**config.mk**
```make
export PLATFORM = sky130hd
export DESIGN_NAME = draw_engine_flat
export DESIGN_NICKNAME = d
export VERILOG_FILES = /design/src/rtl/draw_engine_pkg.sv /design/src/rtl/draw_engine_if.sv /design/src/rtl/draw_engine_pixel_scanner.sv /design/src/rtl/draw_engine.sv /design/src/flat_wrapper.sv
export SDC_FILE = /design/constraint.sdc
export NUM_CORES = 1
export LEC_CHECK = 0
export ABC_AREA = 1
export BUFFER_PORTS_ARGS = -buffer_cell sky130_fd_sc_hd__buf_2
export CELL_PAD_IN_SITES_DETAIL_PLACEMENT = 0
export CELL_PAD_IN_SITES_GLOBAL_PLACEMENT = 1
export CORE_MARGIN = 10
export CORE_UTILIZATION = 48
export CTS_BUF_LIST = sky130_fd_sc_hd__clkbuf_4 sky130_fd_sc_hd__clkbuf_8
export CTS_CLUSTER_DIAMETER = 40
export DETAILED_ROUTE_END_ITERATION = 12
export PLACE_DENSITY_LB_ADDON = 0.1
export SETUP_SLACK_MARGIN = 0.4
export SLEW_MARGIN = 10
export SYNTH_ARGS = -nofsm -noshare
export SYNTH_HDL_FRONTEND = slang
export SYNTH_SLANG_ARGS = --single-unit
```
**constraint.sdc**
```tcl
create_clock -name clk -period 3.6 [get_ports clk]
set_clock_uncertainty 0.05 [all_clocks]
set_input_delay 0.36 -clock clk [delete_from_list [all_inputs] [get_ports clk]]
set_output_delay 0.36 -clock clk [all_outputs]
set_load 0.01 [all_outputs]
```
**src/rtl/draw_engine_pkg.sv**
```systemverilog
// Shared constants for the draw engine: op codes, colours, default screen
// geometry and the command FSM encoding.
package draw_pkg;

    localparam logic [1:0] OP_ERASE_BIRD = 2'b00;
    localparam logic [1:0] OP_DRAW_BIRD  = 2'b01;
    localparam logic [1:0] OP_ERASE_WALL = 2'b10;
    localparam logic [1:0] OP_DRAW_WALL  = 2'b11;

    localparam logic [2:0] BG_COLOUR   = 3'b000;
    localparam logic [2:0] BIRD_COLOUR = 3'b110;
    localparam logic [2:0] WALL_COLOUR = 3'b010;

    localparam int DEF_SCREEN_W = 160;
    localparam int DEF_SCREEN_H = 120;
    localparam int DEF_BIRD_X   = 30;
    localparam int DEF_BIRD_SIZE = 4;
    localparam int DEF_WALL_W   = 8;
    localparam int DEF_GAP_H    = 40;

    typedef enum logic [1:0] {
        S_IDLE      = 2'd0,
        S_BIRD_SCAN = 2'd1,
        S_WALL_SCAN = 2'd2,
        S_FINISH    = 2'd3
    } state_t;

endpackage

```
**src/rtl/draw_engine_if.sv**
```systemverilog
// Command handshake from the game controllers plus the VGA adapter write port.
interface draw_engine_if;
    logic       req_valid;
    logic       req_ready;
    logic [1:0] req_op;
    logic [6:0] bird_y;
    logic [7:0] wall_x;
    logic [6:0] gap_y;
    logic       done;
    logic [7:0] x;
    logic [6:0] y;
    logic [2:0] colour;
    logic       plot;

    modport master (
        output req_valid, req_op, bird_y, wall_x, gap_y,
        input  req_ready, done, x, y, colour, plot
    );

    modport slave (
        input  req_valid, req_op, bird_y, wall_x, gap_y,
        output req_ready, done, x, y, colour, plot
    );
endinterface

```
**src/rtl/draw_engine_pixel_scanner.sv**
```systemverilog
// Two-level counter: inner wraps at n_inner, outer advances on each inner wrap.
// last flags the final (inner, outer) pair of the sweep.
module pixel_scanner #(
    parameter int W = 8
) (
    input  logic         clk,
    input  logic         reset,
    input  logic         start,
    input  logic         en,
    input  logic [W-1:0] n_inner,
    input  logic [W-1:0] n_outer,
    output logic [W-1:0] inner,
    output logic [W-1:0] outer,
    output logic         last
);
    localparam logic [W-1:0] ONE = W'(1);

    logic [W-1:0] inner_q, inner_d;
    logic [W-1:0] outer_q, outer_d;
    logic         inner_wrap;

    assign inner_wrap = (inner_q == n_inner - ONE);

    always_comb begin
        inner_d = inner_q;
        outer_d = outer_q;
        if (start) begin
            inner_d = '0;
            outer_d = '0;
        end else if (en) begin
            if (inner_wrap) begin
                inner_d = '0;
                outer_d = (outer_q == n_outer - ONE) ? '0 : outer_q + ONE;
            end else begin
                inner_d = inner_q + ONE;
            end
        end
    end

    always_ff @(posedge clk) begin
        if (reset) begin
            inner_q <= '0;
            outer_q <= '0;
        end else begin
            inner_q <= inner_d;
            outer_q <= outer_d;
        end
    end

    assign inner = inner_q;
    assign outer = outer_q;
    assign last  = inner_wrap && (outer_q == n_outer - ONE);
endmodule

```
**src/rtl/draw_engine.sv**
```systemverilog
// Bird/wall pixel plotter with sticky collision flag.
// Define DRAW_ENGINE_FLOOR_HIT_EN to also flag the bird touching the floor.
module draw_engine
    import draw_pkg::*;
#(
    parameter int SCREEN_W  = DEF_SCREEN_W,
    parameter int SCREEN_H  = DEF_SCREEN_H,
    parameter int BIRD_X    = DEF_BIRD_X,
    parameter int BIRD_SIZE = DEF_BIRD_SIZE,
    parameter int WALL_W    = DEF_WALL_W,
    parameter int GAP_H     = DEF_GAP_H
) (
    input  logic clk,
    input  logic reset,
    draw_engine_if.slave bus,
    input  logic clr_collision,
    output logic collision
);
    localparam logic [8:0] SCR_W9  = 9'(SCREEN_W);
    localparam logic [7:0] SCR_H8  = 8'(SCREEN_H);
    localparam logic [7:0] BIRD_X8 = 8'(BIRD_X);
    localparam logic [8:0] BIRD_X9 = 9'(BIRD_X);
    localparam logic [7:0] BSZ8    = 8'(BIRD_SIZE);
    localparam logic [8:0] BSZ9    = 9'(BIRD_SIZE);
    localparam logic [7:0] WALL_W8 = 8'(WALL_W);
    localparam logic [8:0] WALL_W9 = 9'(WALL_W);
    localparam logic [7:0] GAP_H8  = 8'(GAP_H);

    state_t     state_q, state_d;
    logic       ready_q, ready_d;
    logic       plot_q, plot_d;
    logic       done_q, done_d;
    logic [7:0] x_q, x_d;
    logic [6:0] y_q, y_d;
    logic [2:0] colour_q, colour_d;
    logic       collision_q, collision_d;
    logic [1:0] op_q, op_d;
    logic [6:0] bird_y_q, bird_y_d;
    logic [7:0] wall_x_q, wall_x_d;
    logic [6:0] gap_y_q, gap_y_d;
    logic [6:0] sh_bird_y_q, sh_bird_y_d;
    logic [7:0] sh_wall_x_q, sh_wall_x_d;
    logic [6:0] sh_gap_y_q, sh_gap_y_d;

    logic       accept, scanning, in_wall;
    logic [7:0] scan_inner, scan_outer, n_inner, n_outer;
    logic       scan_last;

    assign accept   = bus.req_valid && ready_q;
    assign in_wall  = (state_q == S_WALL_SCAN);
    assign scanning = (state_q == S_BIRD_SCAN) || in_wall;
    // Bird sweeps row-major (inner = column); wall sweeps column-major (inner = row).
    assign n_inner  = in_wall ? SCR_H8 : BSZ8;
    assign n_outer  = in_wall ? WALL_W8 : BSZ8;

    pixel_scanner #(.W(8)) u_scanner (
        .clk     (clk),
        .reset   (reset),
        .start   (accept),
        .en      (scanning),
        .n_inner (n_inner),
        .n_outer (n_outer),
        .inner   (scan_inner),
        .outer   (scan_outer),
        .last    (scan_last)
    );

    logic [7:0] bird_px, bird_row, gap_end;
    logic [8:0] wall_col;
    logic       bird_vis, wall_vis, in_gap;
    logic [2:0] pix_colour;

    assign bird_px  = BIRD_X8 + scan_inner;
    assign bird_row = {1'b0, bird_y_q} + scan_outer;
    assign bird_vis = bird_row < SCR_H8;
    assign wall_col = {1'b0, wall_x_q} + {1'b0, scan_outer};
    assign gap_end  = {1'b0, gap_y_q} + GAP_H8;
    assign in_gap   = (scan_inner >= {1'b0, gap_y_q}) && (scan_inner < gap_end);
    assign wall_vis = (wall_col < SCR_W9) && !in_gap;
    assign pix_colour = !op_q[0] ? BG_COLOUR : (op_q[1] ? WALL_COLOUR : BIRD_COLOUR);

    // Collision uses the positions as they will stand once this command commits.
    logic [6:0] cb_y, cg_y;
    logic [7:0] cw_x, bird_bot, gap_bot;
    logic       x_ovl, out_gap, hit;

    assign cb_y     = (op_q == OP_DRAW_BIRD) ? bird_y_q : sh_bird_y_q;
    assign cw_x     = (op_q == OP_DRAW_WALL) ? wall_x_q : sh_wall_x_q;
    assign cg_y     = (op_q == OP_DRAW_WALL) ? gap_y_q  : sh_gap_y_q;
    assign bird_bot = {1'b0, cb_y} + BSZ8;
    assign gap_bot  = {1'b0, cg_y} + GAP_H8;
    assign x_ovl    = (BIRD_X9 < ({1'b0, cw_x} + WALL_W9)) && ({1'b0, cw_x} < (BIRD_X9 + BSZ9));
    assign out_gap  = (cb_y < cg_y) || (bird_bot > gap_bot);
`ifdef DRAW_ENGINE_FLOOR_HIT_EN
    assign hit = (x_ovl && out_gap) || ((op_q == OP_DRAW_BIRD) && (bird_bot > SCR_H8));
`else
    assign hit = x_ovl && out_gap;
`endif

    always_comb begin
        state_d     = state_q;
        ready_d     = ready_q;
        plot_d      = 1'b0;
        done_d      = 1'b0;
        x_d         = x_q;
        y_d         = y_q;
        colour_d    = colour_q;
        op_d        = op_q;
        bird_y_d    = bird_y_q;
        wall_x_d    = wall_x_q;
        gap_y_d     = gap_y_q;
        sh_bird_y_d = sh_bird_y_q;
        sh_wall_x_d = sh_wall_x_q;
        sh_gap_y_d  = sh_gap_y_q;
        collision_d = clr_collision ? 1'b0 : collision_q;
        case (state_q)
            S_IDLE: begin
                ready_d = 1'b1;
                if (accept) begin
                    ready_d  = 1'b0;
                    op_d     = bus.req_op;
                    bird_y_d = bus.bird_y;
                    wall_x_d = bus.wall_x;
                    gap_y_d  = bus.gap_y;
                    state_d  = bus.req_op[1] ? S_WALL_SCAN : S_BIRD_SCAN;
                end
            end
            S_BIRD_SCAN: begin
                plot_d = bird_vis;
                if (bird_vis) begin
                    x_d      = bird_px;
                    y_d      = bird_row[6:0];
                    colour_d = pix_colour;
                end
                if (scan_last) state_d = S_FINISH;
            end
            S_WALL_SCAN: begin
                plot_d = wall_vis;
                if (wall_vis) begin
                    x_d      = wall_col[7:0];
                    y_d      = scan_inner[6:0];
                    colour_d = pix_colour;
                end
                if (scan_last) state_d = S_FINISH;
            end
            S_FINISH: begin
                done_d  = 1'b1;
                state_d = S_IDLE;
                if (op_q == OP_DRAW_BIRD) sh_bird_y_d = bird_y_q;
                if (op_q == OP_DRAW_WALL) begin
                    sh_wall_x_d = wall_x_q;
                    sh_gap_y_d  = gap_y_q;
                end
                if (op_q[0] && hit) collision_d = 1'b1;
            end
            default: state_d = S_IDLE;
        endcase
    end

    always_ff @(posedge clk) begin
        if (reset) begin
            state_q     <= S_IDLE;
            ready_q     <= 1'b1;
            plot_q      <= 1'b0;
            done_q      <= 1'b0;
            x_q         <= '0;
            y_q         <= '0;
            colour_q    <= BG_COLOUR;
            collision_q <= 1'b0;
            op_q        <= OP_ERASE_BIRD;
            bird_y_q    <= '0;
            wall_x_q    <= '0;
            gap_y_q     <= '0;
            sh_bird_y_q <= '0;
            sh_wall_x_q <= 8'(SCREEN_W);
            sh_gap_y_q  <= '0;
        end else begin
            state_q     <= state_d;
            ready_q     <= ready_d;
            plot_q      <= plot_d;
            done_q      <= done_d;
            x_q         <= x_d;
            y_q         <= y_d;
            colour_q    <= colour_d;
            collision_q <= collision_d;
            op_q        <= op_d;
            bird_y_q    <= bird_y_d;
            wall_x_q    <= wall_x_d;
            gap_y_q     <= gap_y_d;
            sh_bird_y_q <= sh_bird_y_d;
            sh_wall_x_q <= sh_wall_x_d;
            sh_gap_y_q  <= sh_gap_y_d;
        end
    end

    assign bus.req_ready = ready_q;
    assign bus.plot      = plot_q;
    assign bus.done      = done_q;
    assign bus.x         = x_q;
    assign bus.y         = y_q;
    assign bus.colour    = colour_q;
    assign collision     = collision_q;
endmodule

```
**src/flat_wrapper.sv**
```systemverilog
// flat-port wrapper written by rule: the top's interface ports become plain ports
module draw_engine_flat import draw_pkg::*;
#(
    parameter int SCREEN_W  = DEF_SCREEN_W,
    parameter int SCREEN_H  = DEF_SCREEN_H,
    parameter int BIRD_X    = DEF_BIRD_X,
    parameter int BIRD_SIZE = DEF_BIRD_SIZE,
    parameter int WALL_W    = DEF_WALL_W,
    parameter int GAP_H     = DEF_GAP_H
)
  (clk, reset, clr_collision, collision, bus_req_valid, bus_req_op, bus_bird_y, bus_wall_x, bus_gap_y, bus_req_ready, bus_done, bus_x, bus_y, bus_colour, bus_plot);
  draw_engine_if bus_i ();
  input  logic clk;
  input  logic reset;
  input  logic clr_collision;
  output logic collision;
  input wire logic [$bits(bus_i.req_valid)-1:0] bus_req_valid;
  input wire logic [$bits(bus_i.req_op)-1:0] bus_req_op;
  input wire logic [$bits(bus_i.bird_y)-1:0] bus_bird_y;
  input wire logic [$bits(bus_i.wall_x)-1:0] bus_wall_x;
  input wire logic [$bits(bus_i.gap_y)-1:0] bus_gap_y;
  output wire logic [$bits(bus_i.req_ready)-1:0] bus_req_ready;
  output wire logic [$bits(bus_i.done)-1:0] bus_done;
  output wire logic [$bits(bus_i.x)-1:0] bus_x;
  output wire logic [$bits(bus_i.y)-1:0] bus_y;
  output wire logic [$bits(bus_i.colour)-1:0] bus_colour;
  output wire logic [$bits(bus_i.plot)-1:0] bus_plot;
  assign bus_i.req_valid = bus_req_valid;
  assign bus_i.req_op = bus_req_op;
  assign bus_i.bird_y = bus_bird_y;
  assign bus_i.wall_x = bus_wall_x;
  assign bus_i.gap_y = bus_gap_y;
  assign bus_req_ready = bus_i.req_ready;
  assign bus_done = bus_i.done;
  assign bus_x = bus_i.x;
  assign bus_y = bus_i.y;
  assign bus_colour = bus_i.colour;
  assign bus_plot = bus_i.plot;
  draw_engine #(.SCREEN_W(SCREEN_W), .SCREEN_H(SCREEN_H), .BIRD_X(BIRD_X), .BIRD_SIZE(BIRD_SIZE), .WALL_W(WALL_W), .GAP_H(GAP_H)) u_core (.clk(clk), .reset(reset), .bus(bus_i), .clr_collision(clr_collision), .collision(collision));
endmodule
```
==> metrics.md <==
| Metric | Value |
|---|---|
| Clock root buffer | `clkbuf_8` |
| Number of vias per cell after detailed routing | `5.24` |
| Detailed-routing iteration count for the pre-antenna-repair pass | `5` |
| Sequential cell area fraction in the yosys report | `a little under a third` |
| Count of warnings emitted by yosys | `0` |
| Worst VDD drop | `~0.00033 V` |
| CP max FO | `15` |
| Fmax | `roughly 0.35 GHz` |
| Number of antenna violations at the first check in global routing | `0` |
| Tightest hold margin | `0.192 ns` |
| Met2 track demand over resource | `between 30 and 40%` |
| Global-route wire length before repair | `24.5 mm` |
| Async set or reset register ratio after synthesis | `0%` |
| Stage delay of the slowest cell on the critical path | `approximately 0.56 ns` |
| Yosys reg bits | `85` |
| Final setup violation count | `0` |
| Pin count of the biggest net entering global routing | `38` |
| Number of vias after detailed routing | `between 5000 and 6000` |
| Placed wire-length estimate after detailed placement | `approximately 12 mm` |
| Count of fill cells added during filler insertion | `1185` |
| Number of cells traversed by the worst hold path | `4` |
| Worst Setup Start Kind | `flop` |
| Via count of the first global-routing pass | `5004` |
| RSZ-0062 raised after global routing | `false` |
| Number of endpoints with negative hold slack in the final report | `0` |
| Antenna Violating Nets Remaining | `0` |
| Clock slew at the register clock pins of the worst setup and hold paths | `~0.09 ns` |
| Rel. slew slack | `about 54%` |
| Type of element capturing the critical path | `flop` |
| GRT met1 Usage | `a little under a quarter` |
| Final Max Slew Viols | `0` |
| Insertion delay of the later-clocked pin in the worst-skew pair | `0.37 ns` |
| Setup bufs post-CTS | `0` |
| Ys flop type | `dfxtp_1` |
| Count of flip-flops with a built-in enable after synthesis | `0` |
| Final wirelength | `14.7 mm` |
| Status | `completed` |
| Die outline width | `127 um` |
| Congestion Overflow GR | `0` |
| Worst path arrival time | `between 3 and 4 ns` |
| Launch instance of the worst register-to-register path | `u_core.op_q[1]` |
| Number of buffers created by CTS | `9` |
| Deepest clock path buffer count | `2` |
| Initial standard-cell utilization of the core | `roughly half` |
| Die boundary height | `127 um` |
| Share of final-layout standard cells stronger than drive strength 1 | `~9.9%` |
| Row Count | `39` |
| Most prevalent standard cell on the critical path | `nand2_1` |
| Initial drt markers | `approximately 380` |
| Path type of the worst setup path | `flop to flop` |
| Cts hold-fix bufs | `0` |
| Maximum level of the CTS H-tree | `3` |
| Count of boundary I/O pins | `50` |
| Most heavily used metal layer in global routing | `met2` |
| Synthesized cell area | `5530 um^2` |
| Number of nets in the synthesized netlist | `just over 900` |
| Post-Route Setup TNS | `0 ns` |
| Slew of the pin with the lowest slew margin | `0.676 ns` |
| Gates resized, CTS repair | `0` |
| Total Routing Usage GR | `between 15 and 20%` |
| Count of buffer and inverter cells on the critical path | `1` |
| CP Cell Sequence | `inv_1, nand2_1, o21ai_0, ha_1, nand3_1, xnor2_1, ha_1, nand2_1, nor2_1, nand4_1, nand2_1, nand2_1, nand2_1, a21oi_1` |
| Reg2reg path depth | `14` |
| Required arrival time at the worst endpoint | `between 3 and 4 ns` |
| Period Utilization, post-route | `between 70% and 80%` |
| Cell with the most instances after synthesis | `nand2_1` |
| Area fraction of the dominant cell type after synthesis | `30.8%` |
| Shortest period the worst path allows | `~2.9 ns` |
| Number of I/O port buffers | `48` |
| Final weighted congestion in routability-driven placement | `0.895` |
| Leakage power | `slightly below 0.003 uW` |
| Area of the core region | `11400 um^2` |
| Average size of a mapped cell | `between 6 and 7 um^2` |
| Cell types occupying the most area after synthesis | `dfxtp_1 31%, nand2_1 13%, ha_1 11%` |
| Routing usage on met3 | `between 3 and 4%` |
| Number of cells produced by synthesis | `roughly 830` |
| Min-Delay Startpoint | `clr_collision` |
| Diodes inserted | `0` |
| Slowest stage cell, crit path | `o21ai_0` |
| Final layout net count | `around 940` |
| Netlist cell types | `between 40 and 50` |
| Reg2reg setup slack | `between 0.7 and 0.8 ns` |
| Average routed wire per standard cell | `between 10 and 15 um` |
| # Max-Cap Violations | `0` |
| Post-route DRC | `0` |
| Top cells by instance count after synthesis | `190 x nand2_1, 109 x inv_1, 85 x dfxtp_1` |
| Total power divided by cell area | `about 600 nW/um^2` |
| Die Area | `between 15000 and 20000 um^2` |
| Area Overhead vs Synth | `8.87%` |
| Hold path endpoint | `u_core.collision` |
| Critical R2R Capture | `u_core.collision` |
| Post-route cell area | `between 6000 and 7000 um^2` |
| CTS tree | `yes` |
| Count of clock tree sinks | `85` |
| Most area-hungry cell type in the Yosys netlist | `dfxtp_1` |
| Crit-path leading delay family | `simple AND/OR/NAND/NOR gates` |
| Path class of the lowest-slack min-delay path | `input pin to flop` |
| Post-placement cell area | `just under 6000 um^2` |
-- cells by family (layout without fill, tap and decap cells) --
logic type / count (synthesis) / count (layout) / share of synthesized area [%]
adders and majority gates: 52 / 52 / 12.0
and+or+nand+nor: 341 / 341 / 25.8
xor gates and xnor gates: 18 / 18 / 2.85
DFF: 85 / 85 / 30.8
buffers and inverters: 147 / 184 / 10.7
other: 1 / 1 / 0.0678
AOI/OAI and AO/OA: 181 / 181 / 17.8
-- tightest hold or removal path, delay by kind of cell --
kind | cells | cell delay, ns
buffers and inverters | 2 | 0.11
AO/OA/AOI/OAI | 1 | 0.06
AND/OR/NAND/NOR | 1 | 0.05
-- sequential cells by signal (all words and copies together) (netlist names) --
signal                  cells
u_core.bus.colour           2
u_core.collision            1
u_core.bird_y_q             7
u_core.state_q              2
u_core.bus.req_ready        1
u_core.bus.x                8
u_core.op_q                 2
u_core.u_scanner.inner      8
u_core.sh_gap_y_q           7
u_core.sh_bird_y_q          7
u_core.bus.plot             1
u_core.u_scanner.outer      8
u_core.bus.y                7
u_core.sh_wall_x_q          8
u_core.gap_y_q              7
u_core.wall_x_q             8
u_core.bus.done             1
-- report_power, final --
group | internal, uW | total, uW | switching [uW]
registers | 1140 | 1280 | 138
clock network | 310 | 671 | 361
logic | 563 | 1640 | 1070
-- layout make-up --
class	instances	area (um^2)	share of cell area (%)
timing repair buffer	53	278	4.61
inverter	115	432	7.17
tap	143	179	2.97
multi-input combinational	593	3230	53.7
clock buffer	12	165	2.74
clock inverter	4	30.0	0.499
sequential	85	1700	28.3
-- metrics by stage --
step	power, uW	utilization (%)	setup WS, ns	instances
floorplan	2510	-	1.15	825
global placement	2900	51.2	0.892	989
detailed placement	2940	51.2	0.786	989
CTS	3620	52.9	0.753	1005
global route	3940	52.9	0.413	1005
finish	3590	52.9	0.746	1005
-- per-layer routing --
layer,share of wire [%],vias up
met5,0,-
met4,1.3,0
met3,4.8,14
met2,48,106
met1,46,2416
li1,-,2727
-- how the worst max path moves through the flow --
stage                              start               end  slack, ns  cells past startpoint
after detailed placement  u_core.op_q[1]  u_core.collision       0.79                     14
after floorplan           u_core.op_q[1]  u_core.collision       1.15                     17
final                     u_core.op_q[1]  u_core.collision       0.75                     14
after CTS                 u_core.op_q[1]  u_core.collision       0.75                     14
after global routing      u_core.op_q[1]  u_core.collision       0.41                     14
after global placement    u_core.op_q[1]  u_core.collision       0.89                     15
-- placed cells by master (no fill, tap or decap), drive strengths merged, types with 2 or more instances in the layout --
cell    netlist  layout
nand3b        6       6
o21a          3       3
xor2         12      12
o21ai        83      83
inv         114     115
buf          15      53
a211oi        2       2
o21bai        3       3
nor4          2       2
nand3        35      35
clkinv        1       3
dfxtp        85      85
o31ai         2       2
nor2         84      84
xnor2         6       6
clkbuf       17      12
nor3          9       9
nand4         9       9
nand2       194     194
ha           50      50
a21oi        76      76
o211ai        8       8
fa            2       2
(Power assumes the default switching activity.)
